### config.mk
export PLATFORM = sky130hd
export DESIGN_NAME = canonical_code_gen
export DESIGN_NICKNAME = d
export VERILOG_FILES = /design/src/rtl/canonical_code_gen.sv
export SDC_FILE = /design/constraint.sdc
export NUM_CORES = 1
export LEC_CHECK = 0
export CORE_MARGIN = 3
export CORE_UTILIZATION = 59
export CTS_BUF_LIST = sky130_fd_sc_hd__clkbuf_16
export DETAILED_ROUTE_END_ITERATION = 6
export PLACE_DENSITY = 0.81
export SLEW_MARGIN = 15
export SYNTH_ARGS = -nofsm -noshare
export SYNTH_HDL_FRONTEND = slang
export SYNTH_SLANG_ARGS = --single-unit
### constraint.sdc
create_clock -name clk -period 7.8 [get_ports clk]
set_input_delay 1.56 -clock clk [delete_from_list [all_inputs] [get_ports clk]]
set_output_delay 1.56 -clock clk [all_outputs]
set_load 0.005 [all_outputs]
### src/rtl/canonical_code_gen.sv
// Canonical Huffman code assigner: loads per-symbol lengths, counts them, derives first codes, then streams codewords.
// Defining CHM_TABLE_CHECK_EN enables table validity checking (sticky err, ERR state).
module canonical_code_gen #(
  parameter int NUM_SYM = 10,
  parameter int MAX_LEN = 9,
  parameter int LEN_W   = 4,
  localparam int SYM_W  = $clog2(NUM_SYM)
) (
  input  logic                       clk,
  input  logic                       reset,
  input  logic                       len_valid,
  output logic                       len_ready,
  input  logic [SYM_W-1:0]           len_sym,
  input  logic [LEN_W-1:0]           len_val,
  input  logic                       len_last,
  output logic                       code_valid,
  input  logic                       code_ready,
  output logic [SYM_W-1:0]           code_sym,
  output logic [LEN_W-1:0]           code_len,
  output logic [MAX_LEN-1:0]         code_word,
  output logic                       code_last,
  output logic [NUM_SYM*MAX_LEN-1:0] code_table,
  output logic                       busy,
  output logic                       err
);

  localparam int CNT_W  = $clog2(NUM_SYM + 1);
  localparam int CODE_W = MAX_LEN + 1;
  localparam int LW     = $clog2(MAX_LEN + 1);

  typedef enum logic [2:0] {IDLE, LOAD, COUNT, NEXT, EMIT, ERR} state_t;

  state_t                     state_q, state_d;
  logic [LEN_W-1:0]           len_q [NUM_SYM];
  logic [LEN_W-1:0]           len_d [NUM_SYM];
  logic [CNT_W-1:0]           bl_count_q [MAX_LEN+1];
  logic [CNT_W-1:0]           bl_count_d [MAX_LEN+1];
  logic [CODE_W-1:0]          next_code_q [MAX_LEN+1];
  logic [CODE_W-1:0]          next_code_d [MAX_LEN+1];
  logic [CODE_W-1:0]          code_q, code_d;
  logic [SYM_W-1:0]           sym_idx_q, sym_idx_d;
  logic [LW-1:0]              bit_idx_q, bit_idx_d;
  logic                       err_q, err_d;
  logic                       code_valid_q, code_valid_d;
  logic [SYM_W-1:0]           code_sym_q, code_sym_d;
  logic [LEN_W-1:0]           code_len_q, code_len_d;
  logic [MAX_LEN-1:0]         code_word_q, code_word_d;
  logic                       code_last_q, code_last_d;
  logic [NUM_SYM*MAX_LEN-1:0] code_table_q, code_table_d;

  logic                       len_acc, len_bad, beat_load, cur_in_range;
  logic [LEN_W-1:0]           len_wr, cur_len;
  logic [LW-1:0]              cur_idx;
  logic [CNT_W-1:0]           prev_cnt;
  logic [CODE_W-1:0]          code_sum, code_new;

  always_ff @(posedge clk or negedge reset) begin
    if (!reset) state_q <= IDLE;
    else        state_q <= state_d;
  end

  always_comb begin
    state_d = state_q;
    case (state_q)
      IDLE:    if (len_acc) state_d = len_last ? COUNT : LOAD;
      LOAD:    if (len_acc && len_last) state_d = COUNT;
      COUNT:   if (sym_idx_q == SYM_W'(NUM_SYM - 1)) state_d = NEXT;
      NEXT:    if (bit_idx_q == LW'(MAX_LEN)) state_d = err_d ? ERR : EMIT;
      EMIT:    if (code_valid_q && code_ready && code_last_q) state_d = IDLE;
      ERR:     state_d = IDLE;
      default: state_d = IDLE;
    endcase
  end

  always_comb begin
    len_ready = (state_q == IDLE) || (state_q == LOAD);
    busy      = (state_q != IDLE);
  end

`ifdef CHM_TABLE_CHECK_EN
  assign len_wr  = len_val;
  assign len_bad = (len_val > LEN_W'(MAX_LEN));
`else
  assign len_wr  = LEN_W'(len_val[LW-1:0]);
  assign len_bad = 1'b0;
`endif

  assign len_acc      = len_valid && len_ready;
  assign cur_len      = len_q[sym_idx_q];
  assign cur_idx      = cur_len[LW-1:0];
  assign cur_in_range = (cur_len != '0) && (cur_len <= LEN_W'(MAX_LEN));
  assign prev_cnt     = (bit_idx_q == LW'(1)) ? '0 : bl_count_q[bit_idx_q - 1'b1];
  assign code_sum     = code_q + CODE_W'(prev_cnt);
  assign code_new     = {code_sum[CODE_W-2:0], 1'b0};

  always_comb begin
    len_d        = len_q;
    bl_count_d   = bl_count_q;
    next_code_d  = next_code_q;
    code_d       = code_q;
    sym_idx_d    = sym_idx_q;
    bit_idx_d    = bit_idx_q;
    err_d        = err_q;
    code_valid_d = code_valid_q;
    code_sym_d   = code_sym_q;
    code_len_d   = code_len_q;
    code_word_d  = code_word_q;
    code_last_d  = code_last_q;
    code_table_d = code_table_q;
    beat_load    = 1'b0;
    case (state_q)
      IDLE: begin
        if (len_acc) begin
          for (int i = 0; i < NUM_SYM; i++) len_d[i] = '0;
          for (int b = 0; b <= MAX_LEN; b++) bl_count_d[b] = '0;
          code_table_d = '0;
          err_d        = len_bad;
          sym_idx_d    = '0;
          if (int'(len_sym) < NUM_SYM) len_d[len_sym] = len_wr;
        end
      end
      LOAD: begin
        if (len_acc) begin
          if (int'(len_sym) < NUM_SYM) len_d[len_sym] = len_wr;
          if (len_bad) err_d = 1'b1;
        end
      end
      COUNT: begin
        if (cur_in_range) bl_count_d[cur_idx] = bl_count_q[cur_idx] + 1'b1;
        sym_idx_d = (sym_idx_q == SYM_W'(NUM_SYM - 1)) ? '0 : sym_idx_q + 1'b1;
        bit_idx_d = LW'(1);
        code_d    = '0;
      end
      NEXT: begin
        next_code_d[bit_idx_q] = code_new;
        code_d                 = code_new;
        bit_idx_d              = bit_idx_q + 1'b1;
        sym_idx_d              = '0;
`ifdef CHM_TABLE_CHECK_EN
        // Oversubscription: the codes of this length would run past 2^bits
        if ((32'(code_new) + 32'(bl_count_q[bit_idx_q])) > (32'd1 << bit_idx_q)) err_d = 1'b1;
`endif
      end
      EMIT: begin
        if (!code_valid_q) begin
          beat_load = 1'b1;
        end else if (code_ready) begin
          code_table_d[int'(code_sym_q)*MAX_LEN +: MAX_LEN] = code_word_q;
          code_valid_d = 1'b0;
          beat_load    = !code_last_q;
        end
      end
      default: ;
    endcase

    // Loading the next beat on the handshake edge keeps the stream back-to-back
    if (beat_load) begin
      code_valid_d = 1'b1;
      code_sym_d   = sym_idx_q;
      code_len_d   = cur_len;
      code_last_d  = (sym_idx_q == SYM_W'(NUM_SYM - 1));
      code_word_d  = '0;
      sym_idx_d    = sym_idx_q + 1'b1;
      if (cur_in_range) begin
        code_word_d          = next_code_q[cur_idx][MAX_LEN-1:0];
        next_code_d[cur_idx] = next_code_q[cur_idx] + 1'b1;
      end
    end
  end

  always_ff @(posedge clk or negedge reset) begin
    if (!reset) begin
      for (int i = 0; i < NUM_SYM; i++) len_q[i] <= '0;
      for (int b = 0; b <= MAX_LEN; b++) begin
        bl_count_q[b]  <= '0;
        next_code_q[b] <= '0;
      end
      code_q       <= '0;
      sym_idx_q    <= '0;
      bit_idx_q    <= '0;
      err_q        <= 1'b0;
      code_valid_q <= 1'b0;
      code_sym_q   <= '0;
      code_len_q   <= '0;
      code_word_q  <= '0;
      code_last_q  <= 1'b0;
      code_table_q <= '0;
    end else begin
      len_q        <= len_d;
      bl_count_q   <= bl_count_d;
      next_code_q  <= next_code_d;
      code_q       <= code_d;
      sym_idx_q    <= sym_idx_d;
      bit_idx_q    <= bit_idx_d;
      err_q        <= err_d;
      code_valid_q <= code_valid_d;
      code_sym_q   <= code_sym_d;
      code_len_q   <= code_len_d;
      code_word_q  <= code_word_d;
      code_last_q  <= code_last_d;
      code_table_q <= code_table_d;
    end
  end

  assign code_valid = code_valid_q;
  assign code_sym   = code_sym_q;
  assign code_len   = code_len_q;
  assign code_word  = code_word_q;
  assign code_last  = code_last_q;
  assign code_table = code_table_q;
  assign err        = err_q;

endmodule

==> flow_metrics.tcl, run 1 <==
set metrics [dict create \
    outcome "complete, no violations" \
    synth.largest_area_cell "dfrtp_1" \
    ys_seq_elements 298 \
    worstSetupEndpointType "flip-flop" \
    critical_path.startpoint_type "flip-flop" \
    total_power_mw 6.250 \
    synth_ff_type "dfrtp_1" \
    power.share.sequential_pct 35.7 \
    power.leakage_nw 7.356 \
    cp-startpoint "sym_idx_q[0]$_DFFE_PN0P_" \
    worst_path_largest_cell_delay_ns 1.01 \
    drc 0 \
    critical_path_top_delay_cell "dfrtp_1" \
    initial_antenna_violation_count 0 \
    multiInputGateArea_sq_um 6800 \
    cts_resized 0 \
    rsz0062_at_grt "false" \
    gpl.final_weighted_congestion 0.9411 \
    global_route.overflow_total 0 \
    path_cells "mux2_2 > a2bb2oi_2 > a21o_2 > mux2i_1 > o21ai_0 > o32ai_1 > clkinv_1 > ha_1 > xnor2_1 > nor2_1 > a31oi_1" \
    buffers_inserted_by_post_cts_timing_repair 0 \
    sw_frac_of_total_pct 42.61 \
    clk_root_buffer_cell "clkbuf_16" \
    maxCapViolCount 0 \
    cts-root-to-sink-buffers 3 \
    first_global_vias 12150 \
    ir_drop_worst_vdd_mv 0.2775 \
    synth_area_per_cell_sq_um 9.671 \
    initial_utilization_pct 60.39 \
    nNetsFinal 1621 \
    synthesis.nets 1561 \
    finalSetupViolCount 0 \
    worstPathMaxFanout 21 \
    synthToLayoutAreaGrowth_pct 15.08 \
    crit_end "next_code_q[42]$_DFF_PN0_" \
    synthesis.yosys.warnings 0 \
    place.port_buffers 124 \
    routed-via-count 12750 \
    rrSetupSlack_ns 2.23 \
    timing.setup.tns_ns 0 \
    r2r-end "next_code_q[42]$_DFF_PN0_" \
    cts-htree-levels 1 \
    layoutNonFillerInstCount 1936 \
    cts_tree "yes" \
    grt_pass1_wl_um 69390 \
    synth-edff-count 0 \
    synth_area_sq_um 14820 \
    netlist_top_cells_count "dfrtp_1, nand2_1, o21ai_0" \
    slew_headroom_pct 19.26 \
    clock-skew-final_ns 0.01184 \
    netlist_instances 1532 \
    worstHoldPathType "reg2reg" \
    core-area_sq_um 24530 \
    n_antenna_cell 0 \
    post_cts_hold_buffer_count 0 \
    drt.antenna.violating_nets 0 \
    cts.sinks 298 \
    timing.setup.critical_path_class "reg2reg" \
    post_route_fraction_of_the_period_consumed_by_the_critical_path_pct 71.45 \
    power.internal_mw 3.587 \
    main_area_contributors_after_synthesis "dfrtp_1, nand2_1, a22o_1, o21ai_0, mux2i_1" \
    totalWireLength_um 44390 \
    synth_seq_area_share_pct 50.33 \
    detail_route.first_pass.iterations 6 \
    r2r_start "sym_idx_q[0]$_DFFE_PN0P_" \
    dp.final_hpwl_um 29440 \
    worstPathRequired_ns 8.27 \
    fmaxAchievable_ghz 0.1794 \
    final-seq-area_sq_um 7457 \
    grt_max_degree 171 \
    combinationalPowerShare_pct 41.5 \
    drt_first_iter_violations 1544 \
    period_needed_ns 5.573 \
    placed_cells 1884 \
    rows 57 \
    post_route_cells_drive_above_1_share_pct 6.141 \
    clockPowerShare_pct 22.8 \
    postSynth.asyncResetShare_pct 100.0 \
    fin_hold_viols 0 \
    die_width_um 164.5 \
    boundaryPins 125 \
    tightestPinTransition_ns 1.202 \
    vias_per_cell 6.585 \
    power_density_nw_per_um2 366.5 \
    synth_largest_type_area_fraction_pct 50.33 \
    grtUsageTotal_pct 32.69 \
    avgRoutedWirePerCell_um 22.93 \
    maxSlewViolCount 0 \
    postLayoutCoreUtil_pct 69.50 \
    final.fill_count 1859 \
    clkTransAtPathRegs_ns 0.06 \
    die-height_um 164.5 \
    most_used_standard_cell_by_instance_count_after_synthesis "dfrtp_1" \
    timing.critical_path.arrival_ns 6.05 \
    numCtsBuffers 30 \
    clock_insertion_delay_worst_skew_ns 0.57 \
    die_ar_sq_um 27050 \
    p_sw_mw 2.663 \
    ys_types 64 \
    ff2ff_path_depth 11 \
]
state kept, by name, indices dropped and copies added (netlist names):
signal,flops
next_code_q,90
code_last,1
sym_idx_q,4
code_sym,4
bl_count_q,40
bit_idx_q,4
state_q,3
code_q,7
len_q,40
err,1
code_len,4
code_valid,1
code_table,90
code_word,9
worst min path at each step:
| stage | startpoint | end | slack (ns) | cells past startpoint |
|---|---|---|---|---|
| 6_report | code_q[3]$_DFFE_PN0P_ | code_q[3]$_DFFE_PN0P_ | 0.48 | 2 |
| 3_5_place_dp | code_table[17]$_DFFE_PN0P_ | code_table[17]$_DFFE_PN0P_ | 0.47 | 2 |
| 2_1_floorplan | code_q[3]$_DFFE_PN0P_ | code_q[3]$_DFFE_PN0P_ | 0.45 | 2 |
| 4_1_cts | code_table[17]$_DFFE_PN0P_ | code_table[17]$_DFFE_PN0P_ | 0.48 | 2 |
| 3_3_place_gp | code_len[3]$_DFFE_PN0P_ | code_len[3]$_DFFE_PN0P_ | 0.46 | 2 |
| 5_1_grt | code_table[15]$_DFFE_PN0P_ | code_table[15]$_DFFE_PN0P_ | 0.51 | 2 |
through the flow:
| step | cell area [sq um] | hold WS (ns) | setup slack (ns) |
|---|---|---|---|
| finish | 17050 | 0.4771 | 2.227 |
| global route | 17050 | 0.5055 | 1.953 |
| CTS | 17050 | 0.4787 | 2.455 |
| detailed placement | 16090 | 0.4650 | 2.530 |
| global placement | 16090 | 0.4621 | 2.734 |
| floorplan | 14820 | 0.4453 | 3.311 |
worst max-delay path: cells and delay by family (launching register included):
family	cells	cell delay (ns)
AO/OA/AOI/OAI	5	2.08
flip-flops	1	1.01
XOR/XNOR	1	0.74
multiplexers	2	0.53
buffers and inverters	1	0.53
adder cells (fa/ha/maj)	1	0.44
AND/OR/NAND/NOR	1	0.14
kinds of logic (layout without fill, tap and decap cells):
logic type               Yosys count  count (layout)  share of synthesized area [%]
AO/OA/AOI/OAI                    461             461                          20.87
XOR/XNOR                          15              15                         0.9881
adder cells (fa/ha/maj)           16              16                          1.402
buffers and inverters            132             212                          3.876
flip-flops                       298             298                          50.33
multiplexers                      87              87                          6.992
AND/OR/NAND/NOR                  523             523                          15.54
final cells by class:
type	count	share of cell area, %
sequential	298	43.73
multi-input combinational	1102	39.88
timing repair buffer	134	7.822
clock buffer	30	4.403
tap	324	2.377
clock inverter	22	1.211
inverter	26	0.5723
power by group through the flow:
stage	registers, mW	clock network [mW]	logic, mW
after floorplan	2.09	0	1.91
after global placement	2.23	0	2.43
after detailed placement	2.23	0	2.50
after CTS	2.21	1.43	2.52
after global routing	2.26	1.50	2.79
final	2.23	1.43	2.60
routing by layer:
metal / share of wire, % / GRT usage (%) / vias to the layer above / wire [um]
li1: - / - / 5640 / -
met5: 0 / 0 / - / 0
met1: 41 / 46.26 / 6239 / 18100
met4: 3.8 / 11.67 / 0 / 1671
met3: 9.5 / 6.095 / 138 / 4238
met2: 46 / 51.07 / 731 / 20380
placed cells by master (no fill, tap or decap), types with 4 or more instances in the layout:
cell type	instances
clkinv_1	11
or2_2	4
bufinv_16	4
o21ai_0	165
o32ai_1	4
and3_1	11
mux2i_1	65
nand3_1	95
a311oi_1	6
o21ai_1	22
clkbuf_16	30
dfrtp_1	298
nor2b_1	10
nand2b_1	8
nand2_1	272
mux4_2	12
clkdlybuf4s50_1	123
a21oi_1	48
mux2_2	9
ha_1	15
o31ai_1	11
xor2_1	9
nor2_1	72
a22o_1	105
buf_4	9
nor3_1	13
nand4_1	5
o211ai_1	19
a31oi_1	13
inv_1	27
xnor2_1	4
a211oi_1	37
o22ai_1	4
and2_1	18
clkinv_2	5
No activity file was read; power rests on OpenSTA's default activity.
==> run 2: changes to the inputs <==
- clock period: 7.8 -> 5.3 ns (I/O delays scaled with it)
==> run 2 against run 1 <==
  * Count of clock-buffer cells in the layout is 1 higher
  * Utilization increased by 0.98 points
  * Via count grew 0.77%
  * Total power grew 52%
  * Sequential share of layout area down 0.61 points
  * Final cell count increased by 1.3%
  * First-iteration DRC count fell by 2.7%
  * Final area grew 1.4%
  * Sequential power increased by 46%
  * Die area unchanged
  * Critical path depth rose by 3
  * Register-to-register slack worse by 1.3 ns
  * Critical path type unchanged
  * Largest cell class unchanged
  * Largest power group unchanged
  * Highest routed layer unchanged
==> flow_metrics.tcl, run 2 (same netlist as run 1, synthesis figures left out) <==
set metrics [dict create \
    maxSlewViolCount 0 \
    avgRoutedWirePerCell_um 23.39 \
    worst_path_largest_cell_delay_ns 0.74 \
    worstHoldPathType "reg2reg" \
    clk_root_buffer_cell "clkbuf_16" \
    final-seq-area_sq_um 7457 \
    placed_cells 1903 \
    tightestPinTransition_ns 1.162 \
    r2r_start "sym_idx_q[0]$_DFFE_PN0P_" \
    multiInputGateArea_sq_um 6800 \
    drc 0 \
    first_global_vias 12590 \
    grt_pass1_wl_um 72570 \
    fin_hold_viols 0 \
    initial_utilization_pct 60.39 \
    cp-startpoint "sym_idx_q[0]$_DFFE_PN0P_" \
    fmaxAchievable_ghz 0.2265 \
    place.port_buffers 124 \
    totalWireLength_um 45870 \
    power.leakage_nw 7.492 \
    cts_resized 0 \
    finalHoldWorstSlack_ns 0.4827 \
    core-area_sq_um 24530 \
    outcome "complete, no violations" \
    n_antenna_cell 0 \
    die_ar_sq_um 27050 \
    critical_path.startpoint_type "flip-flop" \
    critical_path.top_delay_family "compound AO/OA/AOI/OAI gates" \
    most-common-layout-cells "dfrtp_1, nand2_1, o21ai_0" \
    synthToLayoutAreaGrowth_pct 16.70 \
    clkTransAtPathRegs_ns 0.06 \
    cts_tree "yes" \
    worstPathMaxFanout 29 \
    nNetsFinal 1641 \
    ir_drop_worst_vdd_mv 0.4461 \
    critical_path_top_delay_cell "dfrtp_1" \
    die-height_um 164.5 \
    global_route.peak_usage_layer "met2" \
    cp.buffers_inverters 4 \
    worstSetupEndpointType "flip-flop" \
    timing.setup.tns_ns 0 \
    boundaryPins 125 \
    post_route_fraction_of_the_period_consumed_by_the_critical_path_pct 83.32 \
    layout_commonest_cell "dfrtp_1" \
    timing.critical_path.arrival_ns 4.82 \
    slew_headroom_pct 22.26 \
    cts-htree-levels 1 \
    timing.setup.critical_path_class "reg2reg" \
    die_width_um 164.5 \
    worstPathRequired_ns 5.70 \
    cts-root-to-sink-buffers 3 \
    groute.layer.met1.usage_pct 49.27 \
    maxCapViolCount 0 \
    period_needed_ns 4.416 \
    gr_util_met3_pct 6.446 \
    total_power_mw 9.509 \
    grt_max_degree 135 \
    detail_route.first_pass.iterations 6 \
    clock_insertion_delay_worst_skew_ns 0.57 \
    path_cells "buf_4 > mux2i_1 > a221oi_2 > a21o_2 > buf_4 > mux2i_1 > o22ai_1 > o22ai_1 > inv_1 > ha_1 > inv_1 > nor2_1 > xor2_1 > o21ai_0" \
    drt.antenna.violating_nets 0 \
    layoutNonFillerInstCount 1961 \
    drt_first_iter_violations 1503 \
    gpl.final_weighted_congestion 1.050 \
    initial_antenna_violation_count 0 \
    met2_usage_pct 52.35 \
    power_density_nw_per_um2 549.9 \
    final.fill_count 1876 \
    clock-skew-final_ns 0.01735 \
    cts.sinks 298 \
    finalSetupViolCount 0 \
    rsz0062_at_grt "false" \
    grtUsageTotal_pct 34.36 \
    post_cts_hold_buffer_count 0 \
    vias_per_cell 6.551 \
    post_route_cells_drive_above_1_share_pct 7.758 \
    dp.final_hpwl_um 31210 \
    numCtsBuffers 31 \
    buffers_inserted_by_post_cts_timing_repair 0 \
    rows 57 \
    routed-via-count 12850 \
    hp-start "code_table[15]$_DFFE_PN0P_" \
    global_route.overflow_total 0 \
]
## run 2: final timing paths
kind	cells past startpoint	slack (ns)	end
setup / recovery	14	0.88	next_code_q[4]$_DFF_PN0_
hold / removal	2	0.48	code_table[15]$_DFFE_PN0P_
setup reg to reg	14	0.88	next_code_q[4]$_DFF_PN0_
hold reg to reg	2	0.48	code_table[15]$_DFFE_PN0P_
max in group asynchronous	2	3.67	bit_idx_q[3]$_DFFE_PN0P_
min in group asynchronous	1	0.62	code_table[44]$_DFFE_PN0P_
## run 2: worst min-delay path, stage by stage, from the launching register on
cell	delay, ns
dfrtp_1	0.34
nand2_1	0.05
o31ai_1	0.05
## run 2: routing by layer
| layer | share of wire (%) | vias to the layer above |
|---|---|---|
| met5 | 0 | - |
| met1 | 41 | 6264 |
| met4 | 4.1 | 0 |
| met3 | 9.9 | 159 |
| li1 | - | 5684 |
| met2 | 45 | 739 |
## run 2: power by group
group          total (mW)  switching [mW]  leakage (nW)  internal [mW]
Sequential           3.26           0.459          4.00           2.80
Clock                2.24           0.937         0.518           1.31
Combinational        4.00            2.65          2.97           1.35
## run 2: stage by stage
step | utilization, % | cell area (sq um) | setup WS, ns
finish | 70.48 | 17290 | 0.8842
global route | 70.48 | 17290 | 0.4982
CTS | 70.48 | 17290 | 0.9571
detailed placement | 66.23 | 16250 | 1.025
global placement | 66.23 | 16250 | 1.161
floorplan | - | 14820 | 0.8109
## run 2: cell type report
cell class,instances,share of cell area [%]
clock buffers,31,4.486
flip-flops and latches,298,43.13
clock inverters,27,1.541
repair buffers,153,8.611
inverters,26,0.5644
multi-input cells,1102,39.33
well taps,324,2.344
